`config.mk`:
```
export PLATFORM = sky130hd
export DESIGN_NAME = sequential_alu
export DESIGN_NICKNAME = d
export VERILOG_FILES = /design/src/rtl/sequential_alu.sv
export SDC_FILE = /design/constraint.sdc
export NUM_CORES = 1
export LEC_CHECK = 0
export CAP_MARGIN = 20
export CORE_UTILIZATION = 55
export CTS_BUF_LIST = sky130_fd_sc_hd__clkbuf_8 sky130_fd_sc_hd__clkbuf_16
export CTS_CLUSTER_SIZE = 25
export DETAILED_ROUTE_END_ITERATION = 16
export GPL_TIMING_DRIVEN = 0
export PLACE_DENSITY = 0.79
export SKIP_LAST_GASP = 1
export SYNTH_ARGS = -nofsm -noshare
export SYNTH_HDL_FRONTEND = slang
export SYNTH_SLANG_ARGS = --single-unit
```
`constraint.sdc`:
```
create_clock -name clock -period 2.8 [get_ports clock]
set_input_delay 0.28 -clock clock [delete_from_list [all_inputs] [get_ports clock]]
set_output_delay 0.28 -clock clock [all_outputs]
set_load 0.1 [all_outputs]
```
`src/rtl/sequential_alu.sv`:
```
// Multi-cycle ALU: single-cycle logic/arithmetic ops plus a bit-serial shifter and a
// shift-add multiplier, behind a start/busy/done handshake with registered result and flags.
module sequential_alu #(
   parameter int unsigned WIDTH      = 16,
   parameter int unsigned SHAMT_BITS = 5
) (
   input  logic             clock,
   input  logic             reset,
   input  logic             start,
   input  logic [2:0]       operation,
   input  logic [WIDTH-1:0] a,
   input  logic [WIDTH-1:0] b,
   output logic             busy,
   output logic             done,
   output logic [WIDTH-1:0] result,
   output logic             carry,
   output logic             low,
   output logic             flag,
   output logic             zero,
   output logic             negative
);

   localparam logic [2:0] OpAdd = 3'b000;
   localparam logic [2:0] OpSub = 3'b001;
   localparam logic [2:0] OpCmp = 3'b010;
   localparam logic [2:0] OpAnd = 3'b011;
   localparam logic [2:0] OpOr  = 3'b100;
   localparam logic [2:0] OpXor = 3'b101;
   localparam logic [2:0] OpLsh = 3'b110;
   localparam logic [2:0] OpMul = 3'b111;

   typedef enum logic [1:0] {StIdle, StShift, StMultiply, StFinish} state_e;

   state_e                state_q, state_d;
   logic [WIDTH-1:0]      mcand_q, mcand_d;
   logic [WIDTH-1:0]      work_q, work_d;
   logic [WIDTH-1:0]      hi_q, hi_d;
   logic [SHAMT_BITS-1:0] cnt_q, cnt_d;
   logic                  left_q, left_d;
   logic [WIDTH-1:0]      result_q, result_d;
   logic                  carry_q, carry_d;
   logic                  low_q, low_d;
   logic                  flag_q, flag_d;
   logic                  zero_q, zero_d;
   logic                  negative_q, negative_d;

   logic [SHAMT_BITS-1:0] amt_raw, amt_mag;
   logic                  amt_neg;
   logic [WIDTH:0]        sum_w, diff_w, mul_sum;
   logic [WIDTH-1:0]      shifted, mul_hi, mul_lo;
   logic                  shift_out;

   logic [WIDTH-1:0]      quick_res;
   logic                  quick_c, quick_l, quick_f, quick_n;

   assign amt_raw = b[SHAMT_BITS-1:0];
   assign amt_neg = amt_raw[SHAMT_BITS-1];
   assign amt_mag = amt_neg ? (~amt_raw + SHAMT_BITS'(1)) : amt_raw;

   assign sum_w  = {1'b0, a} + {1'b0, b};
   assign diff_w = {1'b0, a} - {1'b0, b};

   assign shifted   = left_q ? {work_q[WIDTH-2:0], 1'b0} : {1'b0, work_q[WIDTH-1:1]};
   assign shift_out = left_q ? work_q[WIDTH-1] : work_q[0];

   // One shift-add step: work_q holds the unconsumed multiplier bits, hi_q the partial sum.
   assign mul_sum = {1'b0, hi_q} + (work_q[0] ? {1'b0, mcand_q} : '0);
   assign mul_hi  = mul_sum[WIDTH:1];
   assign mul_lo  = {mul_sum[0], work_q[WIDTH-1:1]};

   always_comb begin
      quick_res = '0;
      quick_c   = 1'b0;
      quick_l   = 1'b0;
      quick_f   = 1'b0;
      quick_n   = 1'b0;
      unique case (operation)
         OpAdd: begin
            quick_res = sum_w[WIDTH-1:0];
            quick_c   = sum_w[WIDTH];
            quick_f   = (a[WIDTH-1] == b[WIDTH-1]) && (sum_w[WIDTH-1] != a[WIDTH-1]);
         end
         OpSub: begin
            quick_res = diff_w[WIDTH-1:0];
            quick_c   = diff_w[WIDTH];
            quick_f   = (a[WIDTH-1] != b[WIDTH-1]) && (diff_w[WIDTH-1] != a[WIDTH-1]);
         end
         OpCmp: begin
            quick_res = diff_w[WIDTH-1:0];
            quick_l   = diff_w[WIDTH];
            quick_n   = $signed(a) < $signed(b);
         end
         OpAnd: quick_res = a & b;
         OpOr:  quick_res = a | b;
         OpXor: quick_res = a ^ b;
         OpLsh: quick_res = a;
         OpMul: quick_res = '0;
      endcase
   end

   always_comb begin
      state_d    = state_q;
      mcand_d    = mcand_q;
      work_d     = work_q;
      hi_d       = hi_q;
      cnt_d      = cnt_q;
      left_d     = left_q;
      result_d   = result_q;
      carry_d    = carry_q;
      low_d      = low_q;
      flag_d     = flag_q;
      zero_d     = zero_q;
      negative_d = negative_q;

      case (state_q)
         StIdle: begin
            if (start) begin
               if (operation == OpMul) begin
                  mcand_d = a;
                  work_d  = b;
                  hi_d    = '0;
                  cnt_d   = SHAMT_BITS'(WIDTH);
                  state_d = StMultiply;
               end else if (operation == OpLsh && amt_mag != '0) begin
                  work_d  = a;
                  cnt_d   = amt_mag;
                  left_d  = ~amt_neg;
                  state_d = StShift;
               end else begin
                  result_d   = quick_res;
                  carry_d    = quick_c;
                  low_d      = quick_l;
                  flag_d     = quick_f;
                  zero_d     = (quick_res == '0);
                  negative_d = quick_n;
                  state_d    = StFinish;
               end
            end
         end
         StShift: begin
            work_d = shifted;
            cnt_d  = cnt_q - SHAMT_BITS'(1);
            if (cnt_q == SHAMT_BITS'(1)) begin
               result_d   = shifted;
               carry_d    = shift_out;
               low_d      = 1'b0;
               flag_d     = 1'b0;
               zero_d     = (shifted == '0);
               negative_d = 1'b0;
               state_d    = StFinish;
            end
         end
         StMultiply: begin
            hi_d   = mul_hi;
            work_d = mul_lo;
            cnt_d  = cnt_q - SHAMT_BITS'(1);
            if (cnt_q == SHAMT_BITS'(1)) begin
               result_d   = mul_lo;
               carry_d    = |mul_hi;
               low_d      = 1'b0;
               flag_d     = 1'b0;
               zero_d     = (mul_lo == '0);
               negative_d = 1'b0;
               state_d    = StFinish;
            end
         end
         StFinish: state_d = StIdle;
         default:  state_d = StIdle;
      endcase
   end

   always_ff @(posedge clock or negedge reset) begin
      if (!reset) begin
         state_q    <= StIdle;
         mcand_q    <= '0;
         work_q     <= '0;
         hi_q       <= '0;
         cnt_q      <= '0;
         left_q     <= 1'b0;
         result_q   <= '0;
         carry_q    <= 1'b0;
         low_q      <= 1'b0;
         flag_q     <= 1'b0;
         zero_q     <= 1'b0;
         negative_q <= 1'b0;
      end else begin
         state_q    <= state_d;
         mcand_q    <= mcand_d;
         work_q     <= work_d;
         hi_q       <= hi_d;
         cnt_q      <= cnt_d;
         left_q     <= left_d;
         result_q   <= result_d;
         carry_q    <= carry_d;
         low_q      <= low_d;
         flag_q     <= flag_d;
         zero_q     <= zero_d;
         negative_q <= negative_d;
      end
   end

   assign busy     = (state_q == StShift) || (state_q == StMultiply);
   assign done     = (state_q == StFinish);
   assign result   = result_q;
   assign carry    = carry_q;
   assign low      = low_q;
   assign flag     = flag_q;
   assign zero     = zero_q;
   assign negative = negative_q;

endmodule

```
**Yosys cells after proc, flatten, opt, wreduce, memory -nomap -nowiden**

Cells that the tools add are included.

- Flip-flop bits (word level): 77
- Logic and storage cells: 127

- Muxes and demuxes: 56
- Order comparisons: 1
- Reduce and logical (&&, ||, !) cells: 24
- Bitwise operators: 6
- Eq/ne operators: 23
- Add/sub/neg operators: 5

Operators with widths:

| operator | number |
|---|---|
| 2-to-1 mux 16 bit | 12 |
| one-hot mux 16 bit (7 select lines) | 1 |
| one-hot mux 16 bit (3 select lines) | 2 |
| logical NOT 16 bit | 3 |
| adder 16 x 16 -> 17 bit | 2 |
| one-hot mux 16 bit (2 select lines) | 1 |
| 2-to-1 mux 1 bit | 23 |
| 2-to-1 mux 5 bit | 4 |
| subtractor 16 x 16 -> 17 bit | 1 |
| bitwise AND 16 bit | 1 |
| < comparator 16 bit | 1 |
| bitwise OR 16 bit | 1 |
| OR reduction 16 bit | 1 |
| XOR 16 bit | 1 |
| == test 3 bit, second input constant | 4 |
| inequality test 2 bit, second input constant | 6 |
| AND reduction 3 bit | 4 |
| one-hot mux 1 bit (2 select lines) | 5 |
| one-hot mux 5 bit (2 select lines) | 1 |
| 2-to-1 mux 2 bit | 4 |
| == test 3 x 2 -> 1 bit, second input constant | 2 |
| one-hot mux 1 bit (3 select lines) | 2 |
| one-hot mux 2 bit (3 select lines) | 1 |
| AND reduction 6 bit | 1 |
| other kinds (23) | 31 |

**Logic depth before layout (Yosys ltp)**

Gate-level depths: netlist of run 1.

- Depth in word-level cells: 9
- Mapped depth: 13
- Mapped depth without buffers: 12

**Worst setup path after synthesis of run 1**

Ideal clock, no wire load.

- Path kind: reg-to-reg
- From: register work_q[0]
- To: register carry_q, in the netlist carry
- Setup slack: 0.006 ns
- Buffers on the path: 1
- Period minus slack after synthesis: 2.794 ns
- Cell stages (with the launch flop): 14
- Library setup time: 0.118 ns
- Arrival time: 2.676 ns
- Path through: dfrtp_1 > clkbuf_1 > and2_1 > ha_1 > inv_1 > fa_1 > nor2b_1 > o2111ai_1 > a21oi_1 > o21a_1 > o211ai_1 > nor4_1 > nand4_1 > a21o_1

- Cells in the longest elaborated chain, start to end: 5
- Elaborated cells between the ends (all ways): 7
- Those cells by class: 1 x add/sub; 5 x mux; 1 x reduce/logical

RTL lines:

| what | line | RTL |
|---|---|---|
| from (decl) | 36 | `logic [WIDTH-1:0] work_q, work_d;` |
| from (signal assigned) | 189 | `work_q <= work_d;` |
| 2-to-1 mux 16 bit | 67 | `assign mul_sum = {1'b0, hi_q} + (work_q[0] ? {1'b0, mcand_q} : '0);` |
| adder 16 x 16 -> 17 bit | 67 |  |
| OR reduction 16 bit | 159 | `carry_d = \|mul_hi;` |
| 2-to-1 mux 1 bit | 157 | `if (cnt_q == SHAMT_BITS'(1)) begin` |
| one-hot mux 1 bit (3 select lines) * | 115 | `case (state_q)` |
| to (signal assigned) | 194 | `carry_q <= carry_d;` |
| to (decl) | 41 | `logic carry_q, carry_d;` |

Every way passes the cells marked *; elsewhere a longest branch is shown, timed or not. The select of a mux whose other input is x is not followed.
A chain may end at the register's enable or synchronous reset.

**Worst setup path in the final report of run 1**

- From: input a[1]
- To: register zero_q, in the netlist zero

- Cells in the longest elaborated chain, start to end: 7
- Elaborated cells between the ends (all ways): 11
- Those cells by class: 2 x add/sub; 5 x mux; 3 x bitwise; 1 x reduce/logical

RTL lines:

| what | line | RTL |
|---|---|---|
| from (decl) | 11 | `input logic [WIDTH-1:0] a,` |
| subtractor 16 x 16 -> 17 bit, or another cell as far along | 61 | `assign diff_w = {1'b0, a} - {1'b0, b};` |
| one-hot mux 16 bit (7 select lines) * | 77 | `unique case (operation)` |
| logical NOT 16 bit * | 134 | `zero_d = (quick_res == '0);` |
| 2-to-1 mux 1 bit * | 124 | `end else if (operation == OpLsh && amt_mag != '0) begin` |
| 2-to-1 mux 1 bit * | 118 | `if (operation == OpMul) begin` |
| 2-to-1 mux 1 bit * | 117 | `if (start) begin` |
| one-hot mux 1 bit (3 select lines) * | 115 |  |
| to (signal assigned) | 197 | `zero_q <= zero_d;` |
| to (decl) | 44 | `logic zero_q, zero_d;` |

Marked as above.

==> results of run 1 <==
[layer usage]
| metal | routed length, um | up-vias | global-route usage, % | share of wire (%) |
|---|---|---|---|---|
| li1 | - | 3955 | - | - |
| met1 | 11460 | 4304 | 47.26 | 39 |
| met2 | 14040 | 559 | 61.46 | 47 |
| met3 | 2825 | 103 | 6.186 | 9.5 |
| met4 | 1279 | 0 | 17.79 | 4.3 |
| met5 | 0 | - | 0 | 0 |
[flip-flops by register name (all words and copies together), names as in the netlist]
name	cells
low	1
work_q	16
flag	1
left_q	1
carry	1
state_q	2
result	16
cnt_q	5
zero	1
hi_q	16
negative	1
mcand_q	16
[kinds of logic (layout without fill, tap and decap cells)]
kind of cell    after synthesis  in the layout  synth area share (%)
compound gates              356            356                 31.62
xor+xnor                     17             17                 1.899
fa+ha+maj                    75             75                 11.67
buf+inv                     130            226                 6.867
flops                        77             77                 23.40
mux                          38             38                 5.318
simple gates                315            315                 19.23
[final cells by class]
class | count | area, sq um | area share [%]
Buffer | 60 | 346.6 | 3.472
Clock buffer | 10 | 239.0 | 2.394
Clock inverter | 6 | 62.56 | 0.6266
Inverter | 68 | 255.2 | 2.557
Multi-Input combinational cell | 801 | 6180 | 61.90
Sequential cell | 77 | 1928 | 19.31
Tap cell | 184 | 230.2 | 2.306
Timing Repair Buffer | 82 | 742.0 | 7.432
[metrics by stage]
step                setup WS [ns]  std cells
floorplan                0.005828       1008
global placement           -1.254       1252
detailed placement         -1.156       1253
CTS                      -0.07254       1281
global route              -0.2553       1288
finish                   -0.07934       1288
[how the worst max path moves through the flow]
stage,endpoint,slack (ns),cells past startpoint
floorplan,carry,0.006,13
finish,zero,-0.08,12
detailed placement,zero,-1.16,13
CTS,carry,-0.07,11
global route,zero,-0.26,9
global placement,result[3],-1.25,1
[power groups by stage]
stage          sequential [mW]  clock [mW]  combinational, mW
2_1_floorplan             2.76           0               3.55
5_1_grt                   2.06        1.23               7.04
4_1_cts                   2.00        1.18               6.31
3_5_place_dp              2.01           0               5.99
6_report                  2.02        1.18               6.66
3_3_place_gp              1.99           0               5.91
[critical path, stage by stage]
cell,delay (ns)
clkdlybuf4s15_2,0.34
inv_1,0.13
fa_1,0.46
nand2b_1,0.22
a211oi_4,0.30
buf_4,0.16
o22ai_1,0.10
a221o_1,0.34
a22oi_1,0.39
nor4_2,0.12
nand4b_1,0.16
o21ai_1,0.09
[repair_timing]
item / CTS / global route
pin swaps: 26 / 24
buffers inserted: 13 / 7
endpoints found under the hold margin: 16 / 0
endpoints found under the setup margin: 46 / 24
gates resized for setup: 89 / 80
hold buffers: 1 / 0
[synthesized netlist by cell type (all sizes together), types with 4 or more instances]
cell,number
a31oi,16
nor3,24
nor4,12
xnor2,13
nor2,71
clkbuf,31
a221o,6
or2,6
and2,18
o22ai,8
o211ai,17
xor2,4
nand3,18
buf,31
or3,11
a221oi,16
o2bb2ai,4
a21oi,71
a21o,11
nand4,11
and3,6
o21a,12
o21ai,66
dfrtp,77
o31ai,18
a22o,23
a211oi,20
inv,68
o221ai,8
a21bo,4
a2111oi,6
a22oi,8
nor2b,14
or4,6
nand2,91
mux2,36
a211o,5
ha,72
nor3b,6
nand2b,10
o21bai,5
==> results.py, run 1 <==
metrics = {
    "synthesis": {
        "postSynthAreaPerCell_sq_um": 8.170,
        "ys_types": 92,
        "synthCells": 1008,
        "syn_nets": 1121,
        "ys_ff_latch": 77,
        "async_flop_share_pct": 100.0,
        "synth_enable_flop_cells": 0,
        "post-synth-top-area-cell": "dfrtp_1",
        "yosysWarningCount": 0,
        "synth_largest_type_area_fraction_pct": 23.40,
        "ys.flop_type": "dfrtp_1",
        "synth.cell_area_sq_um": 8235,
        "ys_seq_area_share_pct": 23.40,
        "synth_top_cells_by_area": "dfrtp_1 (23%), ha_1 (11%), mux2_2 (4.6%), a21oi_1 (4.2%), nand2_1 (4.1%)",
    },
    "power_and_ir_drop": {
        "power_frac_comb_pct": 67.5,
        "vdd_ir_drop_max_mv": 0.5954,
        "powerDensity_nw_per_um2": 988.1,
        "total_leakage_power_nw": 4.283,
        "design_power_total_mw": 9.865,
        "intPower_mw": 4.620,
        "netSwitchingPower_mw": 5.245,
        "swShare_pct": 53.17,
        "power.clock.fraction_pct": 12.0,
        "power.share.sequential_pct": 20.5,
    },
    "timing": {
        "slew_limit_headroom_pct": 33.71,
        "timing_worst_slew_pin_value_ns": 0.9913,
        "layout_setup_ws_ns": -0.07934,
        "drv_slew": 0,
        "setup_tns_ns": -0.1443,
        "grt_setup_unrepaired": "true",
        "final.setup_skew_ns": 0.009312,
        "final.min_clock_period_ns": 2.879,
        "final_min_period_over_clock_period_pct": 102.8,
        "holdWs_ns": 0.3065,
        "achievable-frequency_mhz": 347.3,
        "timing_hold_violations_final": 0,
        "setup_viol": 2,
    },
    "worst_setup_path": {
        "crit-reg2reg-capture": "carry",
        "timing.critical_path.arrival_ns": 3.09,
        "worst-setup-path-type": "input port to flip-flop",
        "timing.critical_path.from_type": "input port",
        "r2r_slack_ns": -0.06,
        "reg2reg_depth": 11,
        "crit_path_end_kind": "flip-flop",
        "worstSetupStartpoint": "a[1]",
        "worst_ep_required_time_ns": 3.01,
        "worstPathMaxFanout": 7,
        "reg2reg_from": "work_q[0]",
    },
    "global_routing": {
        "grt_pass1_wl_mm": 45.68,
        "number_of_antenna_violations_at_the_first_check_in_global_routing": 0,
        "gr-total-overflow": 0,
        "grt_max_degree": 62,
        "grt_pass1_vias": 8455,
        "groute.usage.overall_pct": 37.25,
    },
    "cells_and_area": {
        "drive_above_1_share_pct": 21.11,
        "mostFrequentLayoutCell": "nand2_1",
        "nets": 1212,
        "fillerInstances": 1176,
        "most-common-layout-cells": "nand2_1 (90), dfrtp_1 (76), nor2_1 (66)",
        "syn2layout_area_growth_pct": 21.22,
        "post-route-cell-area_sq_um": 9983,
        "antenna_cells": 0,
        "post-route-util_pct": 68.43,
    },
    "floorplanning": {
        "die_height_um": 124.4,
        "effective_utilization_at_floorplan_pct": 56.45,
        "core_sq_um": 14590,
        "die-width_um": 124.4,
        "design.portCount": 61,
        "placementRows": 44,
        "die-area_sq_um": 15470,
    },
    "route": {
        "post-route-drc-count": 0,
        "first_pass_iters": 8,
        "postRouteAntennaNets": 0,
        "route.final.wire_length_mm": 29.61,
        "ratio_of_routed_vias_to_standard_cells": 6.926,
        "post_drt_wl_per_cell_um": 22.99,
        "detailroute.via_count": 8921,
        "drt_iter0_markers": 932,
    },
    "clock_tree": {
        "clkSinkCount": 77,
        "cts.clk_slew.worst_paths_ns": 0.06,
        "cts_tree": "yes",
        "insertion_delay_ns": 0.34,
        "cts_buffers": 9,
        "htree_levels": 3,
        "cts_buffer_depth": 2,
        "clockRootBuffer": "clkbuf_16",
    },
    "placement": {
        "gpl.final_weighted_congestion": 1.009,
        "place.detailed.hpwl_mm": 21.87,
        "port-buffer-count": 60,
        "placed_cell_area_sq_um": 9091,
    },
    "worst_hold_path": {
        "holdPathStages": 2,
        "end_point_of_the_most_critical_hold_path": "mcand_q[2]",
        "worstHoldStart": "a[2]",
        "min-delay-path-class": "input port to flip-flop",
    },
    "run_status": {
        "failed_checks": "negative setup slack",
        "run_status": "finished, violations left",
    },
    "job": {
        "cap_violations": 0,
    },
}
Note: power is estimated with default switching activity, not from simulation.
==> run 2: changes to the inputs <==
--- a/config.mk
+++ b/config.mk
@@ -5,7 +5,6 @@
 export SDC_FILE = /design/constraint.sdc
 export NUM_CORES = 1
 export LEC_CHECK = 0
-export CAP_MARGIN = 20
 export CORE_UTILIZATION = 55
 export CTS_BUF_LIST = sky130_fd_sc_hd__clkbuf_8 sky130_fd_sc_hd__clkbuf_16
 export CTS_CLUSTER_SIZE = 25
==> results of run 2 <==
Final layout, timing and power as in run 1 (identical DEF).
